--- config.mk ---
export PLATFORM = sky130hd
export DESIGN_NAME = sense_seq_ctrl
export DESIGN_NICKNAME = d
export VERILOG_FILES = /design/src/rtl/sense_pkg.sv /design/src/rtl/sync_2ff.sv /design/src/rtl/sense_seq_ctrl.sv
export SDC_FILE = /design/constraint.sdc
export NUM_CORES = 1
export LEC_CHECK = 0
export BUFFER_PORTS_ARGS = -buffer_cell sky130_fd_sc_hd__buf_4
export CAP_MARGIN = 20
export CORE_UTILIZATION = 36
export DETAILED_ROUTE_END_ITERATION = 6
export HOLD_SLACK_MARGIN = 0.05
export PLACE_DENSITY_LB_ADDON = 0.25
export SLEW_MARGIN = 20
export SYNTH_ARGS = -nofsm -noshare
export SYNTH_HDL_FRONTEND = slang
export SYNTH_HIERARCHICAL = 1
export SYNTH_SLANG_ARGS = --single-unit
--- constraint.sdc ---
create_clock -name clk -period 1.53 [get_ports clk]
set_input_delay 0.153 -clock clk [delete_from_list [all_inputs] [get_ports clk]]
set_output_delay 0.153 -clock clk [all_outputs]
set_load 0.01 [all_outputs]
--- src/rtl/sense_pkg.sv ---
// sense_pkg: shared types and constants for the sense front-end sequencer
package sense_pkg;

    typedef enum logic [2:0] {
        ST_IDLE,
        ST_BIAS,
        ST_SETTLE,
        ST_SAMPLE,
        ST_CLEAR,
        ST_DONE
    } state_t;

    localparam int DEF_BIAS_CYC  = 8;
    localparam int DEF_PRESCALE  = 4;
    localparam int DEF_NSAMP     = 16;
    localparam int DEF_LATCH_CYC = 2;
    localparam int DEF_THRESH    = 12;
    localparam int SETTLE_W      = 4;

    // Width of the shared down-counter: it must hold the largest phase length minus one
    function automatic int cnt_width(input int bias_cyc, input int prescale,
                                     input int nsamp, input int latch_cyc);
        int m;
        m = bias_cyc;
        if ((2 ** SETTLE_W) * prescale > m) m = (2 ** SETTLE_W) * prescale;
        if (nsamp > m) m = nsamp;
        if (latch_cyc > m) m = latch_cyc;
        return (m < 2) ? 1 : $clog2(m);
    endfunction

endpackage

--- src/rtl/sync_2ff.sv ---
// sync_2ff: two-flop synchronizer for a single asynchronous analog-side input
module sync_2ff (
    input  logic clk,
    input  logic rst_n,
    input  logic d,
    output logic q
);
    logic meta;

    // Shift the raw input through two flops to resolve metastability
    always_ff @(posedge clk or negedge rst_n) begin
        if (!rst_n) {q, meta} <= 2'b00;
        else        {q, meta} <= {meta, d};
    end
endmodule

--- src/rtl/sense_seq_ctrl.sv ---
// sense_seq_ctrl: bias/LED/sample/clear measurement sequencer with hit count and threshold detect
module sense_seq_ctrl
    import sense_pkg::*;
#(
    parameter int BIAS_CYC  = DEF_BIAS_CYC,
    parameter int PRESCALE  = DEF_PRESCALE,
    parameter int NSAMP     = DEF_NSAMP,
    parameter int LATCH_CYC = DEF_LATCH_CYC,
    parameter int THRESH    = DEF_THRESH,
    parameter int CW        = $clog2(NSAMP + 1)
) (
    input  logic                clk,
    input  logic                rst_n,
    input  logic                start,
    input  logic                cont,
    input  logic                abort,
    input  logic [SETTLE_W-1:0] settle_cfg,
    input  logic                comp_raw,
    output logic                bias_en,
    output logic                led_en,
    output logic                latch_clr,
    output logic                busy,
    output logic                done,
    output logic [CW-1:0]       hit_count,
    output logic                detect
);
    localparam int KW = cnt_width(BIAS_CYC, PRESCALE, NSAMP, LATCH_CYC);
    localparam logic [KW-1:0] BIAS_LOAD  = KW'(BIAS_CYC - 1);
    localparam logic [KW-1:0] NSAMP_LOAD = KW'(NSAMP - 1);
    localparam logic [KW-1:0] LATCH_LOAD = KW'(LATCH_CYC - 1);

    state_t        state;
    logic [KW-1:0] cnt;
    logic [KW-1:0] settle_load;
    logic [CW-1:0] acc;
    logic          comp_sync;
    logic          cnt_zero;

    sync_2ff u_comp_sync (
        .clk   (clk),
        .rst_n (rst_n),
        .d     (comp_raw),
        .q     (comp_sync)
    );

    assign cnt_zero    = (cnt == '0);
    assign settle_load = KW'((int'(settle_cfg) + 1) * PRESCALE - 1);

    // Sequencer: state, shared phase counter, hit accumulator and registered Moore outputs
    always_ff @(posedge clk or negedge rst_n) begin
        if (!rst_n) begin
            state     <= ST_IDLE;
            cnt       <= '0;
            acc       <= '0;
            bias_en   <= 1'b0;
            led_en    <= 1'b0;
            latch_clr <= 1'b0;
            busy      <= 1'b0;
            done      <= 1'b0;
            hit_count <= '0;
            detect    <= 1'b0;
        end else begin
            done <= 1'b0;
            if (abort && state != ST_IDLE) begin
                state     <= ST_IDLE;
                cnt       <= '0;
                bias_en   <= 1'b0;
                led_en    <= 1'b0;
                latch_clr <= 1'b0;
                busy      <= 1'b0;
            end else begin
                case (state)
                    ST_IDLE: begin
                        if (start) begin
                            state   <= ST_BIAS;
                            cnt     <= BIAS_LOAD;
                            bias_en <= 1'b1;
                            busy    <= 1'b1;
                        end
                    end
                    ST_BIAS: begin
                        if (cnt_zero) begin
                            state  <= ST_SETTLE;
                            cnt    <= settle_load;
                            led_en <= 1'b1;
                        end else begin
                            cnt <= cnt - 1'b1;
                        end
                    end
                    ST_SETTLE: begin
                        if (cnt_zero) begin
                            state <= ST_SAMPLE;
                            cnt   <= NSAMP_LOAD;
                            acc   <= '0;
                        end else begin
                            cnt <= cnt - 1'b1;
                        end
                    end
                    ST_SAMPLE: begin
                        acc <= acc + CW'(comp_sync);
                        if (cnt_zero) begin
                            state     <= ST_CLEAR;
                            cnt       <= LATCH_LOAD;
                            led_en    <= 1'b0;
                            latch_clr <= 1'b1;
                        end else begin
                            cnt <= cnt - 1'b1;
                        end
                    end
                    ST_CLEAR: begin
                        if (cnt_zero) begin
                            state     <= ST_DONE;
                            bias_en   <= 1'b0;
                            latch_clr <= 1'b0;
                            done      <= 1'b1;
                            hit_count <= acc;
                            detect    <= (int'(acc) >= THRESH);
                        end else begin
                            cnt <= cnt - 1'b1;
                        end
                    end
                    ST_DONE: begin
                        if (cont) begin
                            state   <= ST_BIAS;
                            cnt     <= BIAS_LOAD;
                            bias_en <= 1'b1;
                        end else begin
                            state <= ST_IDLE;
                            busy  <= 1'b0;
                        end
                    end
                    default: begin
                        state     <= ST_IDLE;
                        cnt       <= '0;
                        bias_en   <= 1'b0;
                        led_en    <= 1'b0;
                        latch_clr <= 1'b0;
                        busy      <= 1'b0;
                    end
                endcase
            end
        end
    end
endmodule

==> metrics.txt <==
number of synthesized flops with an enable pin 0; post-layout utilization of the core 54.7%; syn nets 210; r2r setup slk -140 ps; gr busiest metal met2; Synth area leaders dfrtp_1 (38%), o21ai_0 (4.8%), a21oi_1 (4.0%); Post-Place Worst Slack -214 ps; share of the synthesized area in the top cell type 38.2%; Worst Hold Path Cells 4; Max Fclk 0.600 GHz; Post-route DRC 2; fin crit share 109%; post-synthesis mux area share 3.75%; Synth Flop Type dfrtp_1; Area growth syn-to-layout 46.0%; hpwl dp 3.36 mm; antenna violations before repair 0; XOR/XNOR Fraction of Synth Area 2.97%; Register Area 678 µm²; yosys warns 6; first-pass GRT wire length 7.65 mm; synthesized area per cell 9.07 µm²; fin crit period 1670 ps; Nets 276; max-cap violations 0; final hold viol count 0; Setup CP Type reg -> reg; Cell Area, Synth 0.00177 mm²; met3 Usage GRT 3.19%; H-tree levels 1; Global Route met2 Usage 31.4%; skew final 6.73 ps; Max Slew Vio Count 0; post-synthesis sequential area ratio 38.2%; CTS tree done; Horiz. Die Dim 72.1 µm; fraction of layout cells with a size suffix above 1 43.5%; met1 usage 24.6%; reg-to-reg endpoint cnt[2]; #FFs+latches synth 27; Die Height 72.1 µm; Clk pin slew, worst setup/hold paths 100 ps; total track usage 18.4%; Worst Setup End Kind flip-flop; largest net degree at the start of global routing 28; Slew HR 75.9%; Die ar. 0.00520 mm²; HP Class in -> reg; HP Start cont; worst r2r path cells 6; Startpoint Class flip-flop; core footprint 0.00472 mm²; Peak supply drop 0.822 mV; RSZ-0062 raised after global routing yes; Clock Sinks 27; worst-skew pair later-pin latency 270 ps; Worst EP required 1700 ps; Setup violations, final 17; Yosys top cell by area dfrtp_1; PwrDens 1390 mW/mm²; leakage power 0.00117 µW; Rows 25; failing checks design-rule violations, negative setup slack; asr flop ratio synth 100%; placed cell area 0.00230 mm²; Post-DRT Antenna Nets 0; most common cell after layout, fill and taps aside buf_4; Worst Hold Endpoint busy; WL/cell 13.7 µm; Adder-Cell Fraction of Synth Area 3.54%; fill count 427; compound-gate portion of the synthesized area 23.3%; Simple-Gate Fraction of Synth Area 23.9%; vias per std cell 5.22; Worst Tran Pin Value 359 ps; critical path peak fanout 5; CTS max path bufs 2; Ports 21; TritonRoute pass-1 iters 6; number of cells produced by synthesis 195; GRT overflow 0; vias in the first global route 1669; Initial Utilization 37.5%; Iter 0 DRT Violations 64; largest family of logic cells by synthesized area simple AND/OR/NAND/NOR gates; IO buf count 20; status finished with violations; most frequent cells in the layout buf_4 (63), dfrtp_1 (25), a21oi_1 (13); Multi-input gate area 0.00116 mm²; Worst Slack Setup Final -137 ps; Worst R2R Start cnt[2]; Worst EP arrival 1840 ps; gpl congestion 0.956; CTS root buffer clkbuf_8; diode count 0; fin area 0.00258 mm²; Distinct cells, synth 54; Hold WS 274 ps; wirelength, routed 4.49 mm; total CTS buffers 3; vias 1707
[critical path, stage by stage, from the launching register on]
cell and delay, ps:
dfrtp_1 430, nor4_4 400, nand2_2 160, buf_6 160
o21bai_4 110, a221oi_2 70, a32o_1 240
[sequential cells by signal (all words and copies together), names as in the netlist]
name / count
u_comp_sync/meta: 1
latch_clr: 1
detect: 1
led_en: 1
hit_count: 5
busy: 1
cnt: 6
u_comp_sync/q: 1
acc: 5
done: 1
state: 3
bias_en: 1
[cell type report]
class	count	area share, %
tap	67	3.25
multi-input combinational	150	44.9
sequential	27	26.3
inverter	5	0.727
timing repair buffer	74	23.0
clock inverter	1	0.291
clock buffer	3	1.60
[logic make-up (layout without fill, tap and decap cells)]
group | count (synthesis) | count (layout)
AND/OR/NAND/NOR | 69 | 69
adder cells (fa/ha/maj) | 5 | 5
XOR/XNOR | 6 | 6
buffers and inverters | 18 | 83
AO/OA/AOI/OAI | 64 | 64
flip-flops | 27 | 27
multiplexers | 6 | 6
[worst max path at each step]
stage / cells past startpoint / startpoint / end / slack (ps)
5_1_grt: 6 / cnt[2] / cnt[2] / -220
4_1_cts: 6 / cnt[5] / cnt[2] / -140
2_1_floorplan: 5 / cnt[2] / hit_count[0] / -100
3_5_place_dp: 5 / cnt[2] / cnt[3] / -210
6_report: 6 / cnt[2] / cnt[2] / -140
3_3_place_gp: 6 / cnt[5] / cnt[1] / -170
[metrics by stage]
stage / cells / total power (µW) / TNS [ps]
after floorplan: 195 / 2070 / -844
after global placement: 315 / 2870 / -2610
after detailed placement: 315 / 2860 / -3480
after CTS: 324 / 3440 / -1720
after global routing: 327 / 3830 / -3190
final: 327 / 3580 / -1740
[where the power goes]
| group | total (µW) | internal (µW) | switching (µW) | leakage, µW |
|---|---|---|---|---|
| Combinational | 2180 | 1150 | 1030 | 0.000798 |
| Sequential | 989 | 853 | 136 | 0.000347 |
| Clock | 410 | 185 | 225 | 0.0000217 |
| Total | 3580 | 2190 | 1390 | 0.00117 |
[repair_timing]
action,CTS,global route
setup buffers,3,2
pin swaps,12,12
hold buffers,2,1
hold endpoints to repair,28,1
endpoints found under the setup margin,24,24
gates resized for setup,22,24
[Yosys cell counts, types with 2 or more instances]
cell type / number
a21oi_1: 14
a22o_1: 5
a2bb2oi_1: 2
a31oi_1: 3
and3_1: 2
and4_1: 2
clkbuf_1: 10
dfrtp_1: 27
ha_1: 5
inv_1: 5
mux2_2: 5
nand2_1: 12
nand2b_1: 4
nand3_1: 9
nor2_1: 8
nor2b_1: 6
nor3_1: 5
nor3b_1: 7
nor4_1: 2
o211ai_1: 2
o21ai_0: 17
o21bai_1: 3
o22ai_1: 2
o31ai_1: 4
xnor2_1: 2
xor2_1: 4
[per-layer routing]
metal  vias to the layer above  share of wire (%)  wire length [µm]
met5                         -                  0                 0
met4                         0                1.1                51
met3                         9                2.8               124
met2                        25                 48              2160
met1                       812                 48              2150
li1                        861                  -                 -
(Power assumes the default switching activity.)
